<file path="config.mk">
export PLATFORM = sky130hd
export DESIGN_NAME = hamming_secded_dec_pipe
export DESIGN_NICKNAME = d
export VERILOG_FILES = /design/src/rtl/hamming_pkg.sv /design/src/rtl/hamming_syndrome.sv /design/src/rtl/hamming_secded_dec_pipe.sv
export SDC_FILE = /design/constraint.sdc
export NUM_CORES = 1
export LEC_CHECK = 0
export ABC_CLOCK_PERIOD_IN_PS = 4520
export BUFFER_PORTS_ARGS = -buffer_cell sky130_fd_sc_hd__buf_2
export CAP_MARGIN = 20
export CORE_MARGIN = 10
export CORE_UTILIZATION = 55
export DETAILED_ROUTE_END_ITERATION = 8
export PLACE_DENSITY_LB_ADDON = 0.25
export SYNTH_ARGS = -nofsm -noshare
export SYNTH_HDL_FRONTEND = slang
export SYNTH_SLANG_ARGS = --single-unit
</file>
<file path="constraint.sdc">
create_clock -name clk -period 4.52 [get_ports clk]
set_input_delay 0.452 -clock clk [delete_from_list [all_inputs] [get_ports clk]]
set_output_delay 0.452 -clock clk [all_outputs]
set_load 0.02 [all_outputs]
</file>
<file path="src/rtl/hamming_pkg.sv">
// Shared definitions for the 8-bit SEC-DED Hamming path (encoder and decoder).
package hamming_pkg;

  localparam int CW_W   = 13;
  localparam int DATA_W = 8;

  // Codeword position of data bit k (positions 1, 2, 4 and 8 hold check bits).
  localparam int DATA_POS [DATA_W] = '{3, 5, 6, 7, 9, 10, 11, 12};

  typedef enum logic [1:0] {
    CLEAN,
    SBE_P0,
    SBE_POS,
    DBE
  } syn_class_e;

  function automatic syn_class_e classifySyndrome(input logic [3:0] syn, input logic parity);
    syn_class_e cls;
    cls = CLEAN;
    if (parity) begin
      if (syn == 4'd0)       cls = SBE_P0;
      else if (syn <= 4'd12) cls = SBE_POS;
      else                   cls = DBE;
    end else if (syn != 4'd0) begin
      cls = DBE;
    end
    return cls;
  endfunction

  function automatic logic [DATA_W-1:0] extractData(input logic [CW_W-1:0] cw);
    return {cw[DATA_POS[7]], cw[DATA_POS[6]], cw[DATA_POS[5]], cw[DATA_POS[4]],
            cw[DATA_POS[3]], cw[DATA_POS[2]], cw[DATA_POS[1]], cw[DATA_POS[0]]};
  endfunction

endpackage

</file>
<file path="src/rtl/hamming_syndrome.sv">
// Combinational syndrome {S8,S4,S2,S1} and overall parity of a received codeword.
module hamming_syndrome
  import hamming_pkg::*;
(
  input  logic [CW_W-1:0] cw_i,
  output logic [3:0]      syn_o,
  output logic            parity_o
);

  assign syn_o[0] = cw_i[1] ^ cw_i[3] ^ cw_i[5] ^ cw_i[7] ^ cw_i[9]  ^ cw_i[11];
  assign syn_o[1] = cw_i[2] ^ cw_i[3] ^ cw_i[6] ^ cw_i[7] ^ cw_i[10] ^ cw_i[11];
  assign syn_o[2] = cw_i[4] ^ cw_i[5] ^ cw_i[6] ^ cw_i[7] ^ cw_i[12];
  assign syn_o[3] = cw_i[8] ^ cw_i[9] ^ cw_i[10] ^ cw_i[11] ^ cw_i[12];
  assign parity_o = ^cw_i;

endmodule

</file>
<file path="src/rtl/hamming_secded_dec_pipe.sv">
// Two-stage SEC-DED decoder with valid/ready on both sides and saturating error counters.
module hamming_secded_dec_pipe
  import hamming_pkg::*;
#(
  parameter int CNT_W = 16
) (
  input  logic              clk,
  input  logic              rst_n,
  input  logic              in_valid,
  output logic              in_ready,
  input  logic [CW_W-1:0]   in_cw,
  output logic              out_valid,
  input  logic              out_ready,
  output logic [DATA_W-1:0] OUT,
  output logic              single_bit_ERROR,
  output logic              two_bit_ERROR,
  output logic [3:0]        syndrome,
  input  logic              clr_cnt,
  output logic [CNT_W-1:0]  sbe_cnt,
  output logic [CNT_W-1:0]  dbe_cnt
);

  logic [3:0]        synRaw;
  logic              parRaw;

  logic              s1Valid_q;
  logic [CW_W-1:0]   s1Cw_q;
  logic [3:0]        s1Syn_q;
  logic              s1Par_q;

  logic              outValid_q;
  logic [DATA_W-1:0] outData_q, outData_d;
  logic              sbe_q, sbe_d;
  logic              dbe_q, dbe_d;
  logic [3:0]        syn_q;

  logic [CNT_W-1:0]  sbeCnt_q, sbeCnt_d;
  logic [CNT_W-1:0]  dbeCnt_q, dbeCnt_d;

  logic              s2Adv;
  logic              s1Adv;
  logic              outFire;
  syn_class_e        synClass;
  logic [CW_W-1:0]   flipMask;

  hamming_syndrome u_syndrome (
    .cw_i     (in_cw),
    .syn_o    (synRaw),
    .parity_o (parRaw)
  );

  // No skid buffer: readiness ripples combinationally from out_ready.
  assign s2Adv    = !outValid_q || out_ready;
  assign s1Adv    = !s1Valid_q || s2Adv;
  assign in_ready = rst_n && s1Adv;
  assign outFire  = outValid_q && out_ready;

  always_ff @(posedge clk or negedge rst_n) begin
    if (!rst_n) begin
      s1Valid_q <= 1'b0;
      s1Cw_q    <= '0;
      s1Syn_q   <= '0;
      s1Par_q   <= 1'b0;
    end else if (s1Adv) begin
      s1Valid_q <= in_valid;
      if (in_valid) begin
        s1Cw_q  <= in_cw;
        s1Syn_q <= synRaw;
        s1Par_q <= parRaw;
      end
    end
  end

  always_comb begin
    synClass  = classifySyndrome(s1Syn_q, s1Par_q);
    flipMask  = '0;
    if (synClass == SBE_POS) flipMask = CW_W'(1) << s1Syn_q;
    outData_d = extractData(s1Cw_q ^ flipMask);
    sbe_d     = (synClass == SBE_P0) || (synClass == SBE_POS);
    dbe_d     = (synClass == DBE);
  end

  always_ff @(posedge clk or negedge rst_n) begin
    if (!rst_n) begin
      outValid_q <= 1'b0;
      outData_q  <= '0;
      sbe_q      <= 1'b0;
      dbe_q      <= 1'b0;
      syn_q      <= '0;
    end else if (s2Adv) begin
      outValid_q <= s1Valid_q;
      if (s1Valid_q) begin
        outData_q <= outData_d;
        sbe_q     <= sbe_d;
        dbe_q     <= dbe_d;
        syn_q     <= s1Syn_q;
      end
    end
  end

  // Clear has priority over a coincident increment.
  always_comb begin
    sbeCnt_d = sbeCnt_q;
    dbeCnt_d = dbeCnt_q;
    if (clr_cnt) begin
      sbeCnt_d = '0;
      dbeCnt_d = '0;
    end else if (outFire) begin
      if (sbe_q && (sbeCnt_q != '1)) sbeCnt_d = sbeCnt_q + CNT_W'(1);
      if (dbe_q && (dbeCnt_q != '1)) dbeCnt_d = dbeCnt_q + CNT_W'(1);
    end
  end

  always_ff @(posedge clk or negedge rst_n) begin
    if (!rst_n) begin
      sbeCnt_q <= '0;
      dbeCnt_q <= '0;
    end else begin
      sbeCnt_q <= sbeCnt_d;
      dbeCnt_q <= dbeCnt_d;
    end
  end

  assign out_valid        = outValid_q;
  assign OUT              = outData_q;
  assign single_bit_ERROR = sbe_q;
  assign two_bit_ERROR    = dbe_q;
  assign syndrome         = syn_q;
  assign sbe_cnt          = sbeCnt_q;
  assign dbe_cnt          = dbeCnt_q;

endmodule

</file>
==> results.md <==
- Most used standard cell by instance count after synthesis: dfrtp_1
- Final Routed Wirelength: 6920 um
- Final HPWL DP: 5030 um
- H-tree Lvls: 3
- Layout Nets: 398
- Final TNS setup: 0 ps
- Post-synth top area share: 47.0%
- Avg WL per Cell: 15.3 um
- EDFF count, synth: 0
- Clk_skew: 5.32 ps
- Max VDD drop: 254 uV
- Worst r2r src: s1Syn_q[0]
- Setup violators final: 0
- Post-CTS sizing: 0
- Yosys cell types: 41
- Initial DRC count: 96
- Largest net degree at the start of global routing: 62
- Power Density: 418 mW/mm^2
- Yosys top cell by area: dfrtp_1
- Status: complete, no violations
- Synth cell count leaders: dfrtp_1, nor2_1, xnor2_1
- Number of global-route vias before repair: 2515
- Seq/Total Area, Yosys: 47.0%
- IO Pins: 66
- Ranking of synthesized cells by area: dfrtp_1, xnor2_1, xor2_1
- Flop-to-flop setup slack: 2340 ps
- Syn_nets: 335
- Mean Syn Cell Area: 10.4 um^2
- Slew @ Worst Pin: 763 ps
- Hold_buf cts: 0
- Post CTS Setup Buffer Count: 0
- Fin crit period: 2180 ps
- Root Driver: clkbuf_8
- CTS buffer count: 9
- Max_cap viols: 0
- CTS max path bufs: 2
- Design Area, Final: 0.00384 mm^2
- Sink Count: 61
- DRC errors left: 0
- Core ar.: 0.00561 mm^2
- First-pass GRT wire length: 12000 um
- PortBufs: 65
- Final Hold Viols: 0
- Placed cell areas: 0.00361 mm^2
- Ys flop type: dfrtp_1
- GP Congestion: 0.853
- Worst-Skew Late Latency: 330 ps
- Syn Inst Count: 313
- Chip Height: 96.9 um
- CP endpoint kind: flop
- Slew Limit Fails: 0
- Antenna violations before repair: 0
- Syn. warnings: 0
- Relative slew slack: 49.2%
- WP data arrival: 2370 ps
- Share of cells above drive strength 1: 27.0%
- Routed vias: 2491
- Total track usage: 15.1%
- Req. time, crit path: 4710 ps
- CTS tree: built
- Achievable Freq: 0.459 GHz
- GRT overflow: 0
- Worst Setup Start Kind: flop
- RSZ-0062 raised after global routing: false
- Routed Antenna Nets: 0
- Ys async rst share: 100%
- Fin crit share: 48.3%
- Yosys reg bits: 61
- Full die area: 0.00938 mm^2
- Worst-path clk slew: 60 ps
- Starting Density: 57.9%
- Initial DRT Pass Iterations: 4
- Mapped cell area: 0.00325 mm^2
- Post-DR vias/cell: 5.50
- Die width: 96.9 um
- Worst r2r path cells: 9
- # rows: 27
- # diodes: 0
- Hold Crit Class: input pin to async pin
- Max FO, Critical Path: 9
- Crit Reg-Reg Endpoint: OUT[7]
- Pleak: 1.74 nW
- Crit Path Class: flop to flop
- Area grow syn2layout: 18.1%
==> worst max path at each step <==
stage                           from      to  slack, ps  depth (start not counted)
after CTS                 s1Syn_q[0]  OUT[7]       2320                          9
after global routing      s1Syn_q[0]  OUT[7]       2110                          9
after detailed placement  s1Syn_q[0]  OUT[7]       2340                          9
final                     s1Syn_q[0]  OUT[7]       2340                          9
after floorplan           s1Syn_q[0]  OUT[7]       2530                         10
after global placement    s1Syn_q[0]  OUT[7]       2470                          9
==> cell families (layout without fill, tap and decap cells) <==
logic type | after synthesis | in the layout | synth area share [%]
buffers and inverters | 18 | 86 | 2.31
xor gates and xnor gates | 55 | 55 | 14.8
and+or+nand+nor | 116 | 116 | 19.2
muxes | 18 | 18 | 6.12
AOI/OAI and AO/OA | 41 | 41 | 8.98
adders and majority gates | 4 | 4 | 1.54
DFF | 61 | 61 | 47.0
==> stage by stage <==
step | setup slack (ps) | total power, W | hold slack, ps | util (%) | cells
2_1_floorplan | 2530 | 0.000950 | 156 | - | 313
3_3_place_gp | 2470 | 0.00106 | 458 | 64.4 | 437
3_5_place_dp | 2340 | 0.00107 | 466 | 64.4 | 437
4_1_cts | 2320 | 0.00162 | 322 | 68.4 | 453
5_1_grt | 2110 | 0.00170 | 353 | 68.4 | 453
6_report | 2340 | 0.00160 | 336 | 68.4 | 453
==> critical path: stages, from the launching register on <==
cell	delay [ps]
dfrtp_1	450
o21ai_0	200
nand2_1	70
a221o_1	320
inv_1	60
ha_1	180
nand2_1	120
nor4b_1	390
xnor2_1	160
o21ai_0	80
==> placed cells by master (no fill, tap or decap), types with 5 or more instances in the layout <==
| master | instances |
|---|---|
| a211oi_1 | 6 |
| and3_1 | 8 |
| buf_2 | 65 |
| clkbuf_8 | 11 |
| dfrtp_1 | 61 |
| mux2_2 | 15 |
| nand2_1 | 25 |
| nand2b_1 | 5 |
| nand3_1 | 10 |
| nand4_1 | 5 |
| nor2_1 | 34 |
| nor3_1 | 5 |
| o211ai_1 | 6 |
| o21ai_0 | 16 |
| xnor2_1 | 34 |
| xor2_1 | 21 |
==> layout make-up <==
type	instances	area (um^2)
clock buffer	12	155
clock inverter	4	70.1
fill	463	1770
inverter	4	15.0
multi-input combinational	234	1650
sequential	61	1530
tap	72	90.1
timing repair buffer	66	333
==> registers in the layout, summed over array words and instances, names as in the netlist <==
register	count
syndrome	4
sbe_cnt	16
s1Par_q	1
OUT	8
s1Cw_q	8
s1Valid_q	1
s1Syn_q	4
out_valid	1
two_bit_ERROR	1
single_bit_ERROR	1
dbe_cnt	16
==> report_power, final <==
| part | leakage [nW] | total (W) | internal, W | switching [W] |
|---|---|---|---|---|
| clock network | 0.116 | 0.000547 | 0.000339 | 0.000208 |
| logic | 0.832 | 0.000365 | 0.000155 | 0.000210 |
| registers | 0.792 | 0.000692 | 0.000620 | 0.0000719 |
| total | 1.74 | 0.00160 | 0.00111 | 0.000490 |
==> metal layers <==
layer	wire, um	GRT usage (%)	up-vias
li1	-	-	1219
met1	3070	18.2	1193
met2	3360	24.0	69
met3	369	4.19	10
met4	121	7.67	0
met5	0	0	-
No activity file was read; power rests on OpenSTA's default activity.
